File: src/rtl/pipe_ir_skid.sv
// pipe_ir_skid: IF/ID pipeline register with one-entry skid buffer, flush and bubble counter
//   clk, clr (sync active-high reset)
//   pc4/ins/in_valid/in_ready : fetch-side handshake (in_ready registered, = ~skid_valid)
//   out_valid/dpc4/inst/out_ready : decode-side handshake from the main register
//   flush : kills held and incoming entries; bubble_cnt : saturating count of empty cycles
module pipe_ir_skid #(
  parameter int PC_W = 32,
  parameter int INS_W = 32,
  parameter logic [INS_W-1:0] NOP_INS = '0,
  parameter int CNT_W = 16
) (
  input  logic             clk,
  input  logic             clr,
  input  logic [PC_W-1:0]  pc4,
  input  logic [INS_W-1:0] ins,
  input  logic             in_valid,
  output logic             in_ready,
  input  logic             out_ready,
  input  logic             flush,
  output logic             out_valid,
  output logic [PC_W-1:0]  dpc4,
  output logic [INS_W-1:0] inst,
  output logic [CNT_W-1:0] bubble_cnt
);
  logic             skid_valid;
  logic [PC_W-1:0]  skid_pc;
  logic [INS_W-1:0] skid_ins;
  logic             acc;
  logic             con;
  assign in_ready = ~skid_valid;
  always_comb begin
    acc = in_valid & ~skid_valid & ~flush & ~clr;
    con = out_valid & out_ready;
  end
  // Branch order encodes FULL, ONE-stalled-with-accept, load-main, drain-to-empty.
  always_ff @(posedge clk) begin
    if (clr || flush) begin
      out_valid <= 1'b0;
      skid_valid <= 1'b0;
      dpc4 <= '0;
      inst <= NOP_INS;
    end else if (skid_valid) begin
      if (con) begin
        dpc4 <= skid_pc;
        inst <= skid_ins;
        skid_valid <= 1'b0;
      end
    end else if (acc && out_valid && !con) begin
      skid_valid <= 1'b1;
      skid_pc <= pc4;
      skid_ins <= ins;
    end else if (acc) begin
      out_valid <= 1'b1;
      dpc4 <= pc4;
      inst <= ins;
    end else if (con) begin
      out_valid <= 1'b0;
      dpc4 <= '0;
      inst <= NOP_INS;
    end
  end
  always_ff @(posedge clk) begin
    if (clr) bubble_cnt <= '0;
    else if (!out_valid && bubble_cnt != '1) bubble_cnt <= bubble_cnt + CNT_W'(1);
  end
endmodule

File: config.mk
export PLATFORM = sky130hd
export DESIGN_NAME = pipe_ir_skid
export DESIGN_NICKNAME = d
export VERILOG_FILES = /design/src/rtl/pipe_ir_skid.sv
export SDC_FILE = /design/constraint.sdc
export NUM_CORES = 1
export LEC_CHECK = 0
export CAP_MARGIN = 15
export CORE_UTILIZATION = 35
export DETAILED_ROUTE_END_ITERATION = 12
export GPL_TIMING_DRIVEN = 0
export PLACE_DENSITY = 0.72
export SLEW_MARGIN = 20
export SYNTH_ARGS = -nofsm -noshare
export SYNTH_HDL_FRONTEND = slang
export SYNTH_SLANG_ARGS = --single-unit
File: constraint.sdc
create_clock -name clk -period 5.35 [get_ports clk]
set_clock_uncertainty 0.15 [all_clocks]
set_input_delay 1.07 -clock clk [delete_from_list [all_inputs] [get_ports clk]]
set_output_delay 1.07 -clock clk [all_outputs]
set_load 0.05 [all_outputs]
==> results of run 1 <==
-- power groups by stage --
| stage | logic, mW | registers, mW | clock network (mW) |
|---|---|---|---|
| CTS | 0.260 | 1.20 | 1.25 |
| global route | 0.275 | 1.20 | 1.30 |
| global placement | 0.253 | 1.22 | 0 |
| floorplan | 0.0733 | 1.28 | 0 |
| finish | 0.259 | 1.20 | 1.23 |
| detailed placement | 0.259 | 1.22 | 0 |
-- registers in the layout, indices dropped and copies added, names as in the netlist --
register    flops
bubble_cnt     16
dpc4           32
inst           32
out_valid       1
skid_ins       32
skid_pc        32
skid_valid      1
-- tightest hold or removal path, delay by kind of cell (launching register included) --
family	cells	cell delay, ps
compound gates	1	50
simple gates	1	90
flops	1	310
-- final timing paths --
check	start	to	slack [ps]	cells past startpoint
hold / removal	inst[31]	inst[31]	350	2
setup reg to reg	skid_valid	skid_pc[16]	2780	5
setup / recovery	skid_valid	in_ready	1900	3
hold reg to reg	inst[31]	inst[31]	350	2
-- layer usage --
| layer | global-route usage, % | wire [um] | up-vias | part of all wire, % |
|---|---|---|---|---|
| met5 | 0 | 0 | - | 0 |
| met4 | 6.092 | 133 | 0 | 0.91 |
| met3 | 5.779 | 821 | 10 | 5.6 |
| met2 | 30.18 | 7059 | 138 | 48 |
| met1 | 22.52 | 6542 | 2198 | 45 |
| li1 | - | - | 2150 | - |
-- cell type report --
class | count | area, um2 | share of cell area [%]
Clock buffer | 23 | 489.2 | 6.172
Timing Repair Buffer | 152 | 1541 | 19.45
Inverter | 3 | 11.26 | 0.1421
Sequential cell | 146 | 3563 | 44.96
Clock inverter | 9 | 127.6 | 1.610
Tap cell | 211 | 264.0 | 3.331
Buffer | 38 | 155.1 | 1.957
Multi-Input combinational cell | 277 | 1774 | 22.38
-- stage by stage --
stage	util [%]	TNS, ps
2_1_floorplan	-	0
3_3_place_gp	47.59	-122010
3_5_place_dp	47.90	0
4_1_cts	51.95	0
5_1_grt	51.95	0
6_report	51.95	0
-- cell usage in the layout (no fill, tap or decap), types with 9 or more instances in the layout --
| master | n |
|---|---|
| clkdlybuf4s50_1 | 150 |
| dfxtp_1 | 82 |
| nor2_1 | 74 |
| a211oi_1 | 65 |
| a22oi_1 | 64 |
| edfxtp_1 | 64 |
| clkbuf_1 | 27 |
| clkbuf_16 | 18 |
| buf_2 | 10 |
| a21oi_1 | 9 |
-- cells by family (layout without fill, tap and decap cells) --
family	count (synthesis)	after routing	synth area share, %
xor+xnor	4	4	0.6375
compound gates	154	154	20.62
simple gates	116	116	10.24
flops	146	146	64.83
mux	2	2	0.4097
buf+inv	41	225	3.028
fa+ha+maj	1	1	0.2276
==> impl_results.md, run 1 <==
- Outcome: finished clean
- Post-synthesis cell area: 5497 um2
- Gpl congestion: 0.8161
- Deepest clock path buffer count: 2
- Worst slew pin tran: 953.0 ps
- Clk Latency, worst-skew pair: 410 ps
- Fill cells: roughly 1,300
- Post-CTS setup repair buffer count: 0
- #FFs+latches synth: 146
- Sequential Power Share: 44.6%
- Pwr Total: between 2 and 3 mW
- Delay of the slowest critical-path stage: between 700 and 800 ps
- Nature of the critical path endpoint: output pin
- Max_cap viols: 0
- P_sw: around 0.6 mW
- Bufs and invs on worst path: 3
- Worst hold path class: reg -> reg
- N_diodes: 0
- Vias in the first global route: around 4,500
- DP Cell Count: 827
- RSZ-0062 raised after global routing: no
- CP arrival: 2230 ps
- Detailed-placement wirelength estimate: slightly above 10,000 um
- Synth cell types: 42
- CP cell instances: clkbuf_1, inv_1, clkdlybuf4s50_1
- Pleak: between 2 and 3 nW
- Slew margin rel.: a little over a third
- Grt total ovfl: 0
- Final setup fails: 0
- Post-synth EDFFs: 64
- Count leader, synth: dfxtp_1
- Clock root cell: clkbuf_16
- I/O Pins: between 150 and 200
- Switching Fraction: 22.77%
- VDD IR max: about 0.26 mV
- Vias: between 4,000 and 5,000
- Routed Antenna Nets: 0
- Worst path slowest cell: clkdlybuf4s50_1
- Core area: about 15,000 um2
- Gr usage total: around 18%
- Place WS: 1536 ps
- Crit start category: flop
- Post-DR wirelength/cell: 16.95 um
- Via-to-Cell Ratio: between 5 and 6
- Largest net degree at the start of global routing: 28
- Final hold slack: between 300 and 400 ps
- Row Count: 45
- Placed cell areas: 7310 um2
- Synth cell count leaders: dfxtp_1, nor2_1, a211oi_1
- # hold bufs at CTS: 0
- Nets@finish: roughly 710
- Leading area contributor after synthesis: edfxtp_1
- H-tree levels: 4
- Area Overhead vs Synth: 44.21%
- Cells after Synth: about 460
- Num CTS Buffers: 17
- Final period util: between 60% and 70%
- CP Class: reg -> out
- Gate power share: 9.6%
- Final std cell area, no fill: roughly 8000 um2
- Final Hold Viols: 0
- Max FO, Critical Path: 10
- Clock power share: a little under half
- Clk pin slew, worst setup/hold paths: approximately 60 ps
- Sequential-to-total area share from yosys stat: between 60 and 70%
- First-pass DRT Iterations: 4
- Synth warn: 0
- Final wirelength: 14,560 um
- Port Buffers: 150
- DR iter-0 viols: between 200 and 300
- DRC viols: 0
- Crit path time final: about 3500 ps
- Setup slack after layout: 1896 ps
- Post-synth top area share: 34.96%
- Initial Util: between 30 and 40%
- CP top delay family: buffers and inverters
- Avg Cell Area, Syn: ~12 um2
- Die height: between 100 and 150 um
- Max Freq: just under 0.3 GHz
- FFs w/ async S/R, synth: 0%
- CP required: between 4000 and 5000 ps
- Layout cells sized above 1: about 8.0%
- Die Wd: roughly 130 um
- Syn nets: ~530
- Post-CTS sizing: 0
- Ys flop type: dfxtp_1
- Die area: around 16,000 um2
- CTS tree: built
- Final Max Tran Viols: 0
- Global-route wire length before repair: 22,910 um
- Internal power: 2.072 mW
- Initial antenna violation count: 0
- Power Dens Cells: 338.5 nW/um2
- Sink Count: about 150
- Post-Layout Cell Count: between 800 and 900
- Synth top area cells: edfxtp_1, dfxtp_1, a211oi_1
(Power assumes the default switching activity.)
==> run 2, diff against run 1 <==
- PLACE_DENSITY: 0.72 -> 0.69
- clock period: 5.35 -> 3.4 ns (I/O delays scaled with it)
==> run 2 against run 1 <==
Compared with the run above:
- design area fell by 0.98%
- combinational power is 56% higher
- sequential cell count did not move
- critical path depth up 3
- non-clock buffer count stayed put
- via count down 0.18%
- utilization is 0.51 points lower
- global-route usage hardly changed
- first-iteration DRC count grew 13%
- clock-buffer cell count fell by 1
- setup slack worse by 1600 ps
==> impl_results.md, run 2 (synthesis gave the netlist of run 1 again) <==
- Initial Util: a little over a third
- Gpl congestion: roughly 0.77
- Most common cell after layout, fill and taps aside: clkdlybuf4s50_1
- Setup crit end: skid_ins[25]
- Max Freq: about 0.32 GHz
- Reg-to-reg endpoint: skid_ins[25]
- Max FO, Critical Path: 27
- Via-to-Cell Ratio: around 5.2
- Initial antenna violation count: 0
- Layout cells sized above 1: 8.037%
- DRC viols: 0
- GRT Max-Usage Layer: met2
- CP arrival: 3100 ps
- Deepest clock path buffer count: 2
- Core area: around 15,000 um2
- FF-to-FF path depth: 5
- N_diodes: 0
- Outcome: finished clean
- Pwr Total: 3.974 mW
- Sink Count: around 150
- H-tree levels: 4
- Die height: between 100 and 150 um
- GR Util met3: 5.695%
- Port Buffers: 150
- Routed Antenna Nets: 0
- Clk Latency, worst-skew pair: around 410 ps
- Setup slack after layout: approximately 260 ps
- R2R Setup Slk: around 650 ps
- Die Wd: between 100 and 150 um
- GR Util met1: between 20% and 30%
- Post-CTS sizing: 0
- Final setup fails: 0
- Slew margin rel.: 40.44%
- Final hold slack: about 350 ps
- CTS tree: built
- Num CTS Buffers: 17
- Final Core Density: 51.44%
- Grt total ovfl: 0
- CP startpoint: flush
- Die area: between 15,000 and 20,000 um2
- Worst slew pin tran: just under 900 ps
- Post-Layout Cell Count: about 860
- Max_cap viols: 0
- Gr usage total: a little under a fifth
- DR iter-0 viols: about 310
- VDD IR max: between 0.3 and 0.4 mV
- DP Cell Count: about 830
- CP Class: in -> reg
- Detailed-placement wirelength estimate: 9942 um
- Vias: approximately 4,500
- CP required: between 3000 and 4000 ps
- Row Count: 45
- First-pass DRT Iterations: 4
- Global-route wire length before repair: around 23,000 um
- Worst hold path class: reg -> reg
- Reg2reg start: skid_valid
- Place WS: -191.0 ps
- Pleak: ~2.5 nW
- Most frequent cells in the layout: clkdlybuf4s50_1, dfxtp_1, nor2_1, a211oi_1
- Clock root cell: clkbuf_16
- RSZ-0062 raised after global routing: no
- Final Hold Viols: 0
- Vias in the first global route: 4,503
- Nature of the critical path endpoint: flop
- Clk pin slew, worst setup/hold paths: ~60 ps
- Area Overhead vs Synth: 42.80%
- Final period util: around 90%
- Post-CTS setup repair buffer count: 0
- Nets@finish: ~710
- Crit path time final: 3143 ps
- Largest net degree at the start of global routing: 28
- Power Dens Cells: around 510 nW/um2
- Met2 usage: a little under a third
- # hold bufs at CTS: 0
- I/O Pins: around 150
- Post-DR wirelength/cell: between 15 and 20 um
- Final Max Tran Viols: 0
- Crit start category: primary input
- Final wirelength: 14,390 um
[run 2: worst min-delay path by stage]
stage | startpoint | end | slack [ps] | cells past startpoint
2_1_floorplan | skid_ins[21] | inst[21] | 470 | 2
3_3_place_gp | inst[24] | inst[24] | 340 | 2
3_5_place_dp | dpc4[19] | dpc4[19] | 350 | 2
4_1_cts | dpc4[19] | dpc4[19] | 350 | 2
5_1_grt | inst[18] | inst[18] | 380 | 2
6_report | inst[22] | inst[22] | 350 | 2
[run 2: worst max-delay path, cell delays in order]
cell	delay, ps
clkdlybuf4s50_1	450
nor4b_2	400
clkbuf_1	450
nand2_1	190
nor2_4	620
buf_12	280
[run 2: area by class of cell]
type / count / area [um2]
Tap cell: 211 / 264.0
Timing Repair Buffer: 152 / 1549
Multi-Input combinational cell: 277 / 1774
Clock inverter: 9 / 57.56
Fill cell: 1349 / 7410
Sequential cell: 146 / 3563
Inverter: 3 / 11.26
Buffer: 38 / 155.1
Clock buffer: 22 / 474.2
[run 2: stage by stage]
step	setup TNS (ps)	instance area, um2
after floorplan	0	5504
after global placement	-50650	7269
after detailed placement	-7307	7317
after CTS	0	7849
after global routing	0	7849
final	0	7849
[run 2: where the power goes]
part | switching (mW) | internal (mW)
Combinational | 0.241 | 0.164
Sequential | 0.0221 | 1.86
Clock | 0.703 | 0.983
Total | 0.965 | 3.01
[run 2: layer usage]
layer,wire length [um],vias to the layer above,part of all wire (%)
li1,-,2146,-
met1,6278,2186,44
met2,7025,142,49
met3,918,14,6.4
met4,163,0,1.1
met5,0,-,0
==> run 3, diff against run 2 <==
- PLACE_DENSITY: 0.69 -> 0.58
==> run 3 against run 2 <==
Compared with the run above:
- clock power increased by 11%
- critical path type is now reg -> out
- combinational power about the same
- global-route usage increased by 0.097 points
- utilization increased by 0.41 points
- register-to-register slack improved by 200 ps
==> impl_results.md, run 3 (synthesis gave the netlist of run 1 again) <==
- Die height: 127.3 um
- Most frequent cells in the layout: clkdlybuf4s50_1, dfxtp_1, nor2_1, a211oi_1
- Nature of the critical path endpoint: output pin
- Hold path depth: 2
- Final Core Density: about half
- M1 wire length: about 6500 um
- CTS tree: built
- Final hold slack: 346.4 ps
- VDD IR max: 0.3194 mV
- Post-CTS setup repair buffer count: 0
- RSZ-0062 raised after global routing: no
- Gpl congestion: ~0.8
- I/O Pins: between 150 and 200
- Deepest clock path buffer count: 2
- Post-CTS sizing: 0
- Bufs and invs on worst path: 3
- Vias in the first global route: approximately 4,400
- Detailed-placement wirelength estimate: around 10000 um
- Post-DR wirelength/cell: between 15 and 20 um
- Delay of the slowest critical-path stage: ~760 ps
- Slew margin rel.: 42.51%
- Crit start category: flop
- Final Max Tran Viols: 0
- R2R Setup Slk: 850 ps
- Met2 wire len: 6735 um
- Clk Latency, worst-skew pair: roughly 420 ps
- Most common cell after layout, fill and taps aside: clkdlybuf4s50_1
- Hold EP: dpc4[22]
- Power Dens Cells: approximately 530 nW/um2
- Reg-to-reg endpoint: skid_ins[4]
- CP Class: reg -> out
- Largest net degree at the start of global routing: 27
- Core area: about 15,000 um2
- Final Hold Viols: 0
- Num CTS Buffers: 17
- Final wirelength: roughly 14,000 um
- Worst slew pin tran: roughly 850 ps
- Routed Antenna Nets: 0
- Port Buffers: 150
- Multi-input combinational cell area: around 1800 um2
- FF-to-FF path depth: 5
- Nets@finish: roughly 710
- CP top delay family: buffers and inverters
- DP Cell Count: approximately 830
- DR iter-0 viols: about 280
- Layout cells sized above 1: roughly 8.3%
- Worst hold path class: reg -> reg
- CP required: around 2600 ps
- Via-to-Cell Ratio: roughly 5
- Row Count: 45
- Gr usage total: between 10% and 20%
- H-tree levels: 4
- DR WL met3: around 840 um
- Pleak: about 2.5 nW
- # hold bufs at CTS: 0
- Final setup fails: 0
- First-pass DRT Iterations: 4
- Die Wd: 127.3 um
- Fill cells: about 1,300
- Max Freq: about 0.34 GHz
- Initial antenna violation count: 0
- Worst path slowest cell: clkdlybuf4s50_1
- CP arrival: about 2200 ps
- CP cell instances: clkbuf_1, inv_1, clkdlybuf4s50_1
- DRC viols: 0
- Crit path time final: 2979 ps
- Clock root cell: clkbuf_16
- Pwr Total: around 4.2 mW
- Post-Layout Cell Count: between 800 and 900
- Global-route wire length before repair: 22,670 um
- Reg2reg start: skid_valid
- Clk pin slew, worst setup/hold paths: approximately 60 ps
- Sink Count: approximately 150
- Top sig layer: met4
- Die area: approximately 16,000 um2
- Grt total ovfl: 0
- Storage element area: 3563 um2
- Max_cap viols: 0
- N_diodes: 0
- Outcome: finished clean
- Area Overhead vs Synth: 43.93%
- Vias: roughly 4,400
- Max FO, Critical Path: 10
- Min-delay src: dpc4[22]
- Final period util: 87.61%
- Initial Util: 36.02%
-- run 3: worst max path at each step --
stage / start / endpoint / cells past startpoint / slack [ps]
detailed placement: flush / skid_pc[19] / 6 / -30
finish: skid_valid / in_ready / 3 / 420
global route: flush / skid_ins[22] / 6 / 260
floorplan: flush / skid_ins[0] / 4 / 390
global placement: flush / skid_pc[18] / 5 / -870
CTS: skid_valid / in_ready / 3 / 350
-- run 3: layer usage --
| metal | GRT usage (%) | vias up |
|---|---|---|
| met5 | 0 | - |
| met3 | 5.276 | 25 |
| met2 | 28.58 | 134 |
| met4 | 8.824 | 0 |
| li1 | - | 2150 |
| met1 | 23.52 | 2104 |
-- run 3: cell type report --
| type | count | share of cell area [%] |
|---|---|---|
| plain buffers | 38 | 1.961 |
| clock inverters | 9 | 1.313 |
| clock buffers | 23 | 6.294 |
| repair buffers | 152 | 19.48 |
| well taps | 211 | 3.337 |
| inverters | 3 | 0.1423 |
| multi-input cells | 277 | 22.43 |
| flip-flops and latches | 146 | 45.04 |
-- run 3: worst register-to-register path: stages (launching register included) --
cell and delay, ps:
dfxtp_1 320, nor4b_2 430, clkbuf_1 440, nand2_1 200
nor2_4 440, buf_12 260
-- run 3: stage by stage --
stage	cell area [um2]	setup slack [ps]	TNS, ps
global route	7911	255.6	0
finish	7911	421.4	0
detailed placement	7310	-26.27	-1178
global placement	7269	-868.5	-55340
floorplan	5504	390.6	0
CTS	7911	345.2	0
-- run 3: where the power goes --
group / switching, mW / total [mW] / leakage [nW] / internal, mW
logic: 0.241 / 0.405 / 0.976 / 0.164
registers: 0.0212 / 1.88 / 1.24 / 1.86
clock network: 0.706 / 1.88 / 0.295 / 1.17
